`src/rtl/bp_trace_decoder.sv`:
```
// Nexus-style trace link receive-side decoder: classifies packets, tracks a sync anchor, emits branch events.
// Latency: an event is visible at the output head one cycle after its packet is accepted (buffer empty).
// Backpressure: 2-entry output buffer; trace_ready_o is registered and drops when the buffer is full.
//
// Ports:
//   clk_i, reset_i          clock, synchronous active-high reset
//   trace_pkt_i/_v_i        incoming packet, valid; trace_ready_o = accept
//   evt_v_o/evt_ready_i     decoded event handshake
//   evt_kind_o/_addr_o      0 = full branch (absolute target), 1 = compressed (byte offset)
//   evt_anchor_o            anchor PC in effect when the event was decoded
//   synced_o                FSM is in SYNC
//   *_cnt_o                 saturating statistics counters

package bp_trace_pkg;

  localparam logic [5:0] NEXUS_MCODE_DIRECT_BRANCH = 6'h03;
  localparam logic [5:0] NEXUS_MCODE_COMPRESSED    = 6'h04;

  typedef struct packed {
    logic [1:0]  src_id;
    logic [5:0]  mcode;
    logic [31:0] addr;
  } nexus_trace_pkt_s;

  typedef struct packed {
    logic        kind;
    logic [31:0] addr;
    logic [31:0] anchor;
  } trace_evt_s;

endpackage

module bp_trace_decoder
  import bp_trace_pkg::*;
#(
  parameter logic [1:0] SRC_ID    = 2'b00,
  parameter int         OUT_DEPTH = 2,
  parameter int         CNT_W     = 16
) (
  input  logic             clk_i,
  input  logic             reset_i,
  input  nexus_trace_pkt_s trace_pkt_i,
  input  logic             trace_v_i,
  output logic             trace_ready_o,
  output logic             evt_v_o,
  input  logic             evt_ready_i,
  output logic             evt_kind_o,
  output logic [31:0]      evt_addr_o,
  output logic [31:0]      evt_anchor_o,
  output logic             synced_o,
  output logic [CNT_W-1:0] full_cnt_o,
  output logic [CNT_W-1:0] comp_cnt_o,
  output logic [CNT_W-1:0] drop_cnt_o,
  output logic [CNT_W-1:0] err_cnt_o
);

  typedef enum logic {UNSYNC = 1'b0, SYNC = 1'b1} state_e;

  state_e           state_q, state_d;
  logic [31:0]      anchor_q, anchor_d;
  logic [1:0]       occ_q, occ_d;
  logic             ready_q;
  logic             wr_ptr_q, rd_ptr_q;
  trace_evt_s       buf_q [2];
  logic [CNT_W-1:0] full_cnt_q, comp_cnt_q, drop_cnt_q, err_cnt_q;

  logic       accept, push, pop;
  trace_evt_s evt_d;
  logic       inc_full, inc_comp, inc_drop, inc_err;
  logic       comp_bad;

  function automatic logic [CNT_W-1:0] sat_inc(input logic [CNT_W-1:0] c, input logic en);
    return (en && (c != '1)) ? c + CNT_W'(1) : c;
  endfunction

  assign accept = trace_v_i & ready_q;
  assign pop    = (occ_q != 2'd0) & evt_ready_i;

  // Compressed offsets the encoder never produces: wider than a byte, zero, or one instruction.
  assign comp_bad = (trace_pkt_i.addr[31:8] != 24'd0) ||
                    (trace_pkt_i.addr == 32'd0) ||
                    (trace_pkt_i.addr == 32'd4);

  // Classification, next FSM state and anchor.
  always_comb begin
    state_d  = state_q;
    anchor_d = anchor_q;
    push     = 1'b0;
    evt_d    = '0;
    inc_full = 1'b0;
    inc_comp = 1'b0;
    inc_drop = 1'b0;
    inc_err  = 1'b0;
    if (accept) begin
      if (trace_pkt_i.src_id != SRC_ID) begin
        inc_drop = 1'b1;
      end else if (trace_pkt_i.mcode == NEXUS_MCODE_DIRECT_BRANCH) begin
        push     = 1'b1;
        evt_d    = '{kind: 1'b0, addr: trace_pkt_i.addr, anchor: trace_pkt_i.addr};
        anchor_d = trace_pkt_i.addr;
        state_d  = SYNC;
        inc_full = 1'b1;
      end else if (trace_pkt_i.mcode == NEXUS_MCODE_COMPRESSED) begin
        if (comp_bad) begin
          inc_err = 1'b1;
        end else if (state_q == UNSYNC) begin
          inc_drop = 1'b1;
        end else begin
          push     = 1'b1;
          evt_d    = '{kind: 1'b1, addr: {24'd0, trace_pkt_i.addr[7:0]}, anchor: anchor_q};
          inc_comp = 1'b1;
        end
      end else begin
        // Unknown message: the anchor can no longer be trusted.
        inc_err  = 1'b1;
        state_d  = UNSYNC;
        anchor_d = 32'd0;
      end
    end
  end

  always_comb begin
    occ_d = occ_q;
    case ({push, pop})
      2'b10:   occ_d = occ_q + 2'd1;
      2'b01:   occ_d = occ_q - 2'd1;
      default: occ_d = occ_q;
    endcase
  end

  always_ff @(posedge clk_i) begin
    if (reset_i) begin
      state_q    <= UNSYNC;
      anchor_q   <= 32'd0;
      occ_q      <= 2'd0;
      ready_q    <= 1'b1;
      wr_ptr_q   <= 1'b0;
      rd_ptr_q   <= 1'b0;
      full_cnt_q <= '0;
      comp_cnt_q <= '0;
      drop_cnt_q <= '0;
      err_cnt_q  <= '0;
    end else begin
      state_q    <= state_d;
      anchor_q   <= anchor_d;
      occ_q      <= occ_d;
      ready_q    <= (occ_d < 2'(OUT_DEPTH));
      if (push) wr_ptr_q <= ~wr_ptr_q;
      if (pop)  rd_ptr_q <= ~rd_ptr_q;
      full_cnt_q <= sat_inc(full_cnt_q, inc_full);
      comp_cnt_q <= sat_inc(comp_cnt_q, inc_comp);
      drop_cnt_q <= sat_inc(drop_cnt_q, inc_drop);
      err_cnt_q  <= sat_inc(err_cnt_q, inc_err);
    end
  end

  // Payload storage needs no reset; occupancy qualifies it.
  always_ff @(posedge clk_i) begin
    if (push) buf_q[wr_ptr_q] <= evt_d;
  end

  assign trace_ready_o = ready_q;
  assign evt_v_o       = (occ_q != 2'd0);
  assign evt_kind_o    = buf_q[rd_ptr_q].kind;
  assign evt_addr_o    = buf_q[rd_ptr_q].addr;
  assign evt_anchor_o  = buf_q[rd_ptr_q].anchor;
  assign synced_o      = (state_q == SYNC);
  assign full_cnt_o    = full_cnt_q;
  assign comp_cnt_o    = comp_cnt_q;
  assign drop_cnt_o    = drop_cnt_q;
  assign err_cnt_o     = err_cnt_q;

endmodule

```
`config.mk`:
```
export PLATFORM = sky130hd
export DESIGN_NAME = bp_trace_decoder
export DESIGN_NICKNAME = d
export VERILOG_FILES = /design/src/rtl/bp_trace_decoder.sv
export SDC_FILE = /design/constraint.sdc
export NUM_CORES = 1
export LEC_CHECK = 0
export CORE_MARGIN = 1
export CORE_UTILIZATION = 56
export CTS_CLUSTER_SIZE = 16
export DETAILED_ROUTE_END_ITERATION = 6
export PLACE_DENSITY = 0.95
export SLEW_MARGIN = 20
export SYNTH_ARGS = -nofsm -noshare
export SYNTH_HDL_FRONTEND = slang
export SYNTH_SLANG_ARGS = --single-unit
```
`constraint.sdc`:
```
create_clock -name clk_i -period 25.1 [get_ports clk_i]
set_input_delay 7.53 -clock clk_i [delete_from_list [all_inputs] [get_ports clk_i]]
set_output_delay 7.53 -clock clk_i [all_outputs]
set_load 0.02 [all_outputs]
```
==> results.sh <==
export IMPL_slew_headroom_pct=27.81
export IMPL_grtUsageTotal_pct=24.01
export IMPL_reg2reg_slack_ns=22.51
export IMPL_ys_ff_latch=233
export IMPL_cts_sinks=233
export IMPL_cp_max_fo=65
export IMPL_cts_tree="yes"
export IMPL_cp_end_kind="flop"
export IMPL_finalSetupViolCount=0
export IMPL_setup_tns_ns=0
export IMPL_clockBufferDepth=3
export IMPL_cap_violations=0
export IMPL_regToRegStartpoint="trace_ready_o"
export IMPL_grt_overflow=0
export IMPL_final_cell_mix="clkdlybuf4s50_1, edfxtp_1, dfxtp_1, nor2_1, mux2_2"
export IMPL_final_common_cell="clkdlybuf4s50_1"
export IMPL_timing_critical_path_mode_cell="buf_4"
export IMPL_drive_gt1_share_pct=12.35
export IMPL_synth_cell_types=45
export IMPL_p_seq_share_pct=53.1
export IMPL_synth_ff_type="edfxtp_1"
export IMPL_p_total_mw=0.7526
export IMPL_drt_first_iter_violations=345
export IMPL_grt_setup_unrepaired="false"
export IMPL_post_cts_buffers=0
export IMPL_antenna_found_initial=0
export IMPL_worstPathArrival_ns=11.05
export IMPL_synth_area_per_cell_sq_um=12.05
export IMPL_switching_share_pct=19.38
export IMPL_yosys_warnings=0
export IMPL_synthTopCellsByArea="edfxtp_1, dfxtp_1, mux2_2"
export IMPL_hold_buffers=0
export IMPL_worstMarginPinSlew_ns=1.069
export IMPL_drc=0
export IMPL_critPathLaunchType="input pin"
export IMPL_fmax_mhz=91.46
export IMPL_ioPinCount=176
export IMPL_start_util_pct=57.80
export IMPL_routabilityCongestion=0.8409
export IMPL_hold_viol_final=0
export IMPL_path_cells="clkdlybuf4s50_1 -> nor4_1 -> nand4_1 -> nor4_4 -> buf_4 -> a21oi_1 -> nor2_1 -> and2_2 -> buf_4"
export IMPL_syn_area_sq_um=9653
export IMPL_cts_buffers=23
export IMPL_rows=47
export IMPL_synth_edf_count=130
export IMPL_num_antenna_cells=0
export IMPL_hpwl_um=13650
export IMPL_die_w_um=133.3
export IMPL_irDropWorstVdd_v=0.00007931
export IMPL_holdCritStartpoint="anchor_q[20]"
export IMPL_combPwrFrac_pct=2.4
export IMPL_clockPowerShare_pct=44.5
export IMPL_crit_required_ns=25.21
export IMPL_io_buffers=175
export IMPL_chipHeight_um=133.3
export IMPL_p_per_area_nw_per_um2=61.00
export IMPL_power_leakage_nw=4.704
export IMPL_clkLatencyLatePin_ns=0.50
export IMPL_ant_nets=0
export IMPL_grt_pass1_vias=6812
export IMPL_synthArstFlopShare_pct=0
export IMPL_switching_power_mw=0.1459
export IMPL_path_class="input pin to flop"
export IMPL_synth_seq_area_share_pct=61.80
export IMPL_cts_htree_levels=1
export IMPL_finalCriticalPeriod_ns=10.93
export IMPL_fin_crit_sh_pct=43.56
export IMPL_slew_viol_final=0
export IMPL_syn_num_nets=850
export IMPL_cts_root_buf="clkbuf_16"
export IMPL_num_nets_final=1020
export IMPL_core_area_sq_um=16700
export IMPL_r2r_end="err_cnt_o[13]"
export IMPL_holdPathStages=2
export IMPL_synth_top_area_share_pct=40.44
export IMPL_drt_wl_total_um=21470
export IMPL_yosysTopAreaCell="edfxtp_1"
export IMPL_clk_pin_slew_worst_paths_ns=0.06
export IMPL_first_pass_iters=4
export IMPL_min_path_type="flop to flop"
export IMPL_internal_power_mw=0.6067
export IMPL_crit_slowest_cell="buf_4"
export IMPL_syn_inst=801
export IMPL_hold_end="anchor_q[20]"
export IMPL_grt_start_max_net_pins=66
export IMPL_status="complete, no violations"
export IMPL_cpPeakStageDelay_ns=0.67
export IMPL_ff2ff_path_depth=6
export IMPL_dieArea_sq_um=17770
export IMPL_vias=6962
export IMPL_fin_skew_ns=0.01427
export IMPL_cts_resized=0
export IMPL_grt_pass1_wl_um=34250
export IMPL_syn_to_final_growth_pct=27.82
export IMPL_wl_per_cell_um=17.77
export IMPL_viasPerCell=5.763
[registers in the layout (all words and copies together), names as in the netlist, named ones only]
| name | count |
|---|---|
| comp_cnt_o | 16 |
| drop_cnt_o | 16 |
| occ_q | 1 |
| err_cnt_o | 16 |
| anchor_q | 32 |
| wr_ptr_q | 1 |
| buf_q | 130 |
| full_cnt_o | 16 |
| trace_ready_o | 1 |
| rd_ptr_q | 1 |
| synced_o | 1 |
[cell type report]
| cell class | count | area (sq um) |
|---|---|---|
| Clock inverter | 9 | 98.84 |
| Multi-Input combinational cell | 525 | 3526 |
| Inverter | 5 | 18.77 |
| Fill cell | 1097 | 4363 |
| Sequential cell | 233 | 5967 |
| Timing Repair Buffer | 183 | 1809 |
| Clock buffer | 33 | 643.1 |
| Tap cell | 220 | 275.3 |
[power groups by stage]
stage,clock network [mW],logic [mW],registers [mW]
global route,0.357,0.0190,0.400
detailed placement,0,0.0178,0.408
finish,0.335,0.0179,0.400
floorplan,0,0.00629,0.408
CTS,0.342,0.0179,0.400
global placement,0,0.0173,0.408
[critical path, delay by kind of cell]
family	cells	cell delay, ns
simple gates	5	1.89
buf+inv	3	1.42
compound gates	1	0.14
[kinds of logic (layout without fill, tap and decap cells)]
logic type                 count (synthesis)  count (layout)  share of synthesized area, %
muxes                                     72              72                         8.360
and+or+nand+nor                          289             289                         16.29
AOI/OAI and AO/OA                        124             124                         7.985
xor gates and xnor gates                  35              35                         3.176
DFF                                      233             233                         61.80
buffers and inverters                     43             230                         1.737
adders and majority gates                  5               5                        0.6481
[through the flow]
stage	cells	util (%)	hold slack (ns)	instance area, sq um	setup slack (ns)
global route	1208	73.88	0.5216	12340	13.98
CTS	1208	73.88	0.4902	12340	14.18
global placement	1166	69.43	0.4668	11600	13.83
floorplan	801	-	0.4576	9653	11.40
finish	1208	73.88	0.4893	12340	14.17
detailed placement	1166	69.43	0.4762	11600	13.70
[metal layers]
layer | share of wire (%) | global-route usage [%] | vias to the layer above
li1 | - | - | 3303
met5 | 0 | 0 | -
met4 | 1.3 | 5.934 | 0
met2 | 51 | 42.94 | 229
met1 | 42 | 29.83 | 3410
met3 | 6.5 | 4.604 | 20
[synthesized netlist by cell type (all sizes together) (5+ instances only)]
cell type	number
nor3	9
nand4	23
nor2	87
clkbuf	35
a21o	24
o21ai	18
nand3	25
xor2	14
or4	7
a21oi	53
or3	17
mux2	69
inv	5
and3	12
ha	5
a22oi	8
xnor2	21
o31ai	7
and2	36
edfxtp	130
nor4	16
nor2b	7
a22o	8
nand2	25
and4	9
dfxtp	103
[worst max path at each step]
stage | slack, ns | start | endpoint | depth (start not counted)
after floorplan | 11.40 | trace_pkt_i[18] | buf_q[0][0] | 6
after global placement | 13.83 | trace_pkt_i[13] | buf_q[1][58] | 9
after detailed placement | 13.70 | trace_pkt_i[19] | buf_q[1][55] | 9
after CTS | 14.18 | trace_pkt_i[19] | buf_q[1][10] | 9
after global routing | 13.98 | trace_pkt_i[10] | buf_q[1][48] | 9
final | 14.17 | trace_pkt_i[19] | buf_q[1][14] | 9
Note: power is estimated with default switching activity, not from simulation.
